## src/rtl/i2c_reg_seq.sv

```systemverilog
// Register-access sequencer in front of i2c_master: one burst request becomes
// pointer-write + data transactions per byte. Optional abort timer: I2C_SEQ_TIMEOUT_EN.
module i2c_reg_seq #(
    parameter int LEN_W          = 4,
    parameter int TIMEOUT_CYCLES = 100000
) (
    input  logic             clk,
    input  logic             rst_n,
    input  logic             req_valid,
    output logic             req_ready,
    input  logic             req_write,
    input  logic [6:0]       req_dev_addr,
    input  logic [7:0]       req_reg_addr,
    input  logic [LEN_W-1:0] req_len,
    input  logic [7:0]       wr_data,
    input  logic             wr_valid,
    output logic             wr_ready,
    output logic [7:0]       rd_data,
    output logic             rd_valid,
    input  logic             rd_ready,
    output logic             seq_done,
    output logic             seq_err,
    output logic             m_start,
    output logic             m_read_write,
    output logic [6:0]       m_slave_addr,
    output logic [7:0]       m_data_in,
    input  logic [7:0]       m_data_out,
    input  logic             m_busy,
    input  logic             m_done
);

    typedef enum logic [2:0] {
        IDLE, PTR_ISSUE, PTR_WAIT, DAT_ISSUE, DAT_WAIT, RD_HOLD, DONE
    } state_t;

    state_t           state, state_nxt;
    logic             armed;
    logic             wr_q;
    logic [6:0]       dev_q;
    logic [7:0]       reg_q;
    logic [7:0]       wbyte_q;
    logic [LEN_W-1:0] len_q;
    logic [LEN_W-1:0] cnt_q;
    logic             accept;
    logic             ptr_go;
    logic             dat_go;
    logic             last;
    logic             byte_adv;
    logic             tmo_hit;

    assign accept   = req_valid && req_ready;
    assign ptr_go   = (state == PTR_ISSUE) && !m_busy;
    assign dat_go   = (state == DAT_ISSUE) && !m_busy && (!wr_q || wr_valid);
    assign last     = (cnt_q == (len_q - 1'b1));
    assign byte_adv = ((state == DAT_WAIT) && m_done && wr_q) ||
                      ((state == RD_HOLD) && rd_ready);
    assign m_slave_addr = dev_q;

    always_ff @(posedge clk or negedge rst_n) begin
        if (!rst_n) begin
            state <= IDLE;
        end else begin
            state <= state_nxt;
        end
    end

    always_comb begin
        state_nxt = state;
        case (state)
            IDLE:      if (accept) state_nxt = (req_len == '0) ? DONE : PTR_ISSUE;
            PTR_ISSUE: if (ptr_go) state_nxt = PTR_WAIT;
            PTR_WAIT: begin
                if (m_done)       state_nxt = DAT_ISSUE;
                else if (tmo_hit) state_nxt = DONE;
            end
            DAT_ISSUE: if (dat_go) state_nxt = DAT_WAIT;
            DAT_WAIT: begin
                if (m_done) begin
                    if (!wr_q)     state_nxt = RD_HOLD;
                    else if (last) state_nxt = DONE;
                    else           state_nxt = PTR_ISSUE;
                end else if (tmo_hit) begin
                    state_nxt = DONE;
                end
            end
            RD_HOLD:   if (rd_ready) state_nxt = last ? DONE : PTR_ISSUE;
            DONE:      state_nxt = IDLE;
            default:   state_nxt = IDLE;
        endcase
    end

    always_comb begin
        req_ready    = armed && (state == IDLE);
        m_start      = ptr_go || dat_go;
        wr_ready     = dat_go && wr_q;
        seq_done     = (state == DONE);
        m_read_write = 1'b0;
        m_data_in    = 8'h00;
        case (state)
            PTR_ISSUE, PTR_WAIT: m_data_in = reg_q;
            DAT_ISSUE: begin
                m_read_write = !wr_q;
                m_data_in    = wr_q ? wr_data : 8'h00;
            end
            DAT_WAIT: begin
                m_read_write = !wr_q;
                m_data_in    = wr_q ? wbyte_q : 8'h00;
            end
            default: ;
        endcase
    end

    // armed keeps req_ready low until the first edge after reset release
    always_ff @(posedge clk or negedge rst_n) begin
        if (!rst_n) begin
            armed    <= 1'b0;
            wr_q     <= 1'b0;
            dev_q    <= 7'h00;
            reg_q    <= 8'h00;
            len_q    <= '0;
            cnt_q    <= '0;
            wbyte_q  <= 8'h00;
            rd_data  <= 8'h00;
            rd_valid <= 1'b0;
        end else begin
            armed <= 1'b1;
            if (accept) begin
                wr_q  <= req_write;
                dev_q <= req_dev_addr;
                reg_q <= req_reg_addr;
                len_q <= req_len;
                cnt_q <= '0;
            end else if (byte_adv) begin
                cnt_q <= cnt_q + 1'b1;
                reg_q <= reg_q + 8'd1;
            end
            if (dat_go && wr_q) begin
                wbyte_q <= wr_data;
            end
            if ((state == DAT_WAIT) && m_done && !wr_q) begin
                rd_data  <= m_data_out;
                rd_valid <= 1'b1;
            end else if (((state == RD_HOLD) && rd_ready) || tmo_hit) begin
                rd_valid <= 1'b0;
            end
        end
    end

`ifdef I2C_SEQ_TIMEOUT_EN
    localparam int TMO_W = $clog2(TIMEOUT_CYCLES + 1);

    logic             waiting;
    logic [TMO_W-1:0] tmo_cnt;
    logic             err_q;

    assign waiting = (state == PTR_WAIT) || (state == DAT_WAIT);
    assign tmo_hit = waiting && !m_done && (tmo_cnt == TMO_W'(TIMEOUT_CYCLES - 1));
    assign seq_err = err_q;

    always_ff @(posedge clk or negedge rst_n) begin
        if (!rst_n) begin
            tmo_cnt <= '0;
            err_q   <= 1'b0;
        end else begin
            if (m_start)      tmo_cnt <= '0;
            else if (waiting) tmo_cnt <= tmo_cnt + 1'b1;
            if (accept)       err_q <= 1'b0;
            else if (tmo_hit) err_q <= 1'b1;
        end
    end
`else
    // timer absent: the wait states never abort
    assign tmo_hit = (TIMEOUT_CYCLES < 0);
    assign seq_err = 1'b0;
`endif

endmodule

```

## config.mk

```make
export PLATFORM = sky130hd
export DESIGN_NAME = i2c_reg_seq
export DESIGN_NICKNAME = d
export VERILOG_FILES = /design/src/rtl/i2c_reg_seq.sv
export SDC_FILE = /design/constraint.sdc
export NUM_CORES = 1
export LEC_CHECK = 0
export CORE_AREA = 8 8 85 87
export CTS_CLUSTER_DIAMETER = 150
export CTS_CLUSTER_SIZE = 10
export DETAILED_ROUTE_END_ITERATION = 16
export DIE_AREA = 0 0 93 95
export MAX_ROUTING_LAYER = met4
export PLACE_DENSITY = 0.76
export SYNTH_ARGS = -nofsm -noshare
export SYNTH_HDL_FRONTEND = slang
export SYNTH_SLANG_ARGS = --single-unit
```

## constraint.sdc

```tcl
create_clock -name clk -period 1.72 [get_ports clk]
set_clock_uncertainty 0.15 [all_clocks]
set_input_delay 0.172 -clock clk [delete_from_list [all_inputs] [get_ports clk]]
set_output_delay 0.172 -clock clk [all_outputs]
set_load 0.005 [all_outputs]
```

==> impl_metrics.toml <==
[pwr]
peakVddDrop_uv = 825.0
seqPwrFrac = 0.280
leakage_nw = 1.965
power.switching_mw = 2.613
p_sw_frac = 0.3854
clock_power_share = 0.099
power_frac_comb = 0.621
p_per_area_nw_per_um2 = 1575
power_mw = 6.781
p_int_mw = 4.167

[detailed_routing]
vias = 2492
drc_errors = 0
drt_iter0_markers = 122
vias_per_cell = 5.550
detail-route-antenna-nets = 0
totalWireLength_um = 8980
wl_per_cell_um = 20.00
drtPass1Iterations = 4

[placed_design]
post-place-cells = 414
finalWeightedCongestion = 0.8894
pre_cts_ws_ns = -0.3512
placed_area_sq_um = 3503
dp_hpwl_um = 5032
io_buffers = 71

[clock_tree]
tritoncts = "yes"
clock_latency_ns = 0.31
cts-buffers-inserted = 5
clkTransAtPathRegs_ns = 0.09
clockBufferDepth = 2
cts_num_sinks = 45
htreeDepth = 2
cts-root-buf = "clkbuf_8"

[setup_path]
worstPathRequired_ns = 1.40
crit_type = "register to primary output"
start_kind = "register"
critPathCaptureType = "primary output"
critPathMaxFanout = 5
arrival_ns = 1.75

[finish]
multiInputGateArea_sq_um = 1688
final_core_util = 0.7401
final_common_cell = "clkdlybuf4s50_1"
drive_gt1_frac = 0.4278
final_cell_area_sq_um = 4304
nNetsFinal = 419
syn_to_final_growth_pct = 73.39
most-common-layout-cells = "57 x clkdlybuf4s50_1, 43 x dfrtp_1, 31 x buf_4"
antenna_cells = 0
final_cells = 449
ff_latch_area_sq_um = 1129
fillers = 395

[timing]
period_share = 1.202
drv_slew = 0
setup_ws_ns = -0.3478
worst_slew_pin_slew_ns = 0.5816
totalNegativeSetupSlack_ns = -10.76
max_freq_ghz = 0.4836
finalSetupViolations = 55
hold_viol = 0
slew_headroom = 0.6122
finalCriticalPeriod_ns = 2.068
hold_slack_ns = 0.2545
rsz0062_at_grt = "true"

[min_path]
hold_path.class = "input pin to register"

[flow_run]
cap_viol_max_count = 0

[floorplan]
start_util = 0.4269
die_area_sq_um = 8835
rows = 28
dieHeight_um = 95
io_pins = 73
coreArea_sq_um = 5816
die_w_um = 93

[grt]
grt.total_usage = 0.1966
grt_pass1_vias = 2720
grt.overflow.total = 0
grt_max_degree = 46
grt_pass1_wl_um = 13450
antenna_found_initial = 0

[logic_synthesis]
syn_area_sq_um = 2482
synthDistinctLibCells = 47
synthArstFlopShare = 1.000
syn-num-nets = 294
yosys_warnings = 0
synth-seq-cells = 45
ys.flop_type = "dfrtp_1"
yosysSeqAreaShare = 0.4536
avgSynthCellArea_sq_um = 10.01
synth_edf_count = 0
syn_inst = 248

[outcome]
violations = "setup timing"
status = "finished, violations left"
## path summary, 6_finish.rpt
| path | start | to | slack, ns | depth (start not counted) |
|---|---|---|---|---|
| worst max-delay path | state[1] | m_data_in[5] | -0.35 | 7 |
| worst min-delay path | req_dev_addr[1] | m_slave_addr[1] | 0.25 | 3 |
| worst max register to register | state[0] | reg_q[3] | -0.27 | 8 |
| worst min register to register | m_slave_addr[2] | m_slave_addr[2] | 0.33 | 2 |
| max in group asynchronous | rst_n | state[2] | 0.65 | 3 |
| min in group asynchronous | rst_n | m_slave_addr[3] | 0.34 | 3 |
## registers in the layout, indices dropped and copies added, names as in the netlist
| register | flops |
|---|---|
| state | 3 |
| cnt_q | 4 |
| reg_q | 8 |
| armed | 1 |
| rd_data | 8 |
| len_q | 4 |
| wr_q | 1 |
| rd_valid | 1 |
| wbyte_q | 8 |
| m_slave_addr | 7 |
## cell type report
cell class                      count  share of cell area
Clock inverter                      1            0.001744
Multi-Input combinational cell    185              0.3922
Tap cell                           75             0.02180
Inverter                            4            0.003488
Clock buffer                        7             0.01773
Sequential cell                    45              0.2622
Timing Repair Buffer              132              0.3009
## cell families (layout without fill, tap and decap cells)
group,after synthesis,after routing,share of synthesized area
simple gates,93,94,0.1880
other cells,2,2,0.003025
xor+xnor,16,16,0.05645
compound gates,52,52,0.1653
flops,45,45,0.4536
fa+ha+maj,3,3,0.01512
mux,18,18,0.08064
buf+inv,19,144,0.03780
## worst max-delay path, cell delays in order, from the launching register on
cell      delay, ns
dfrtp_1        0.43
nand2b_4       0.18
nor2_4         0.05
buf_6          0.12
buf_4          0.13
a22o_1         0.21
a22o_1         0.21
buf_2          0.13
## per-layer routing
metal,share of wire,global-route usage,vias to the layer above
met2,0.53,0.3308,88
li1,-,-,1134
met5,0,-,-
met4,0.024,0.08322,0
met1,0.41,0.2292,1250
met3,0.043,0.02937,20
## power groups by stage
| stage | combinational [mW] | clock (mW) | sequential, mW |
|---|---|---|---|
| 3_5_place_dp | 3.06 | 0 | 1.87 |
| 2_1_floorplan | 1.54 | 0 | 1.81 |
| 3_3_place_gp | 2.98 | 0 | 1.85 |
| 5_1_grt | 4.49 | 0.705 | 1.95 |
| 4_1_cts | 3.80 | 0.665 | 1.87 |
| 6_report | 4.21 | 0.669 | 1.90 |
## synthesized netlist by cell type (4+ instances only)
master / number / share of area
a211oi_1: 4 / 0.012
nor2b_1: 4 / 0.010
nand2_1: 45 / 0.068
buf_2: 9 / 0.018
nand3_1: 7 / 0.014
dfrtp_1: 45 / 0.45
mux2_1: 16 / 0.073
a21oi_1: 6 / 0.012
inv_1: 4 / 0.0060
o21ai_1: 8 / 0.016
nor2_1: 16 / 0.024
xnor2_1: 14 / 0.049
a22o_1: 16 / 0.056
## timing repair
action | CTS | global route
gates cloned | 7 | 1
hold buffers | 1 | 0
setup buffers | 16 | 5
endpoints found under the setup margin | 56 | 56
gates resized for setup | 131 | 58
pin swaps | 24 | 51
hold endpoints to repair | 45 | 0
(Power assumes the default switching activity.)
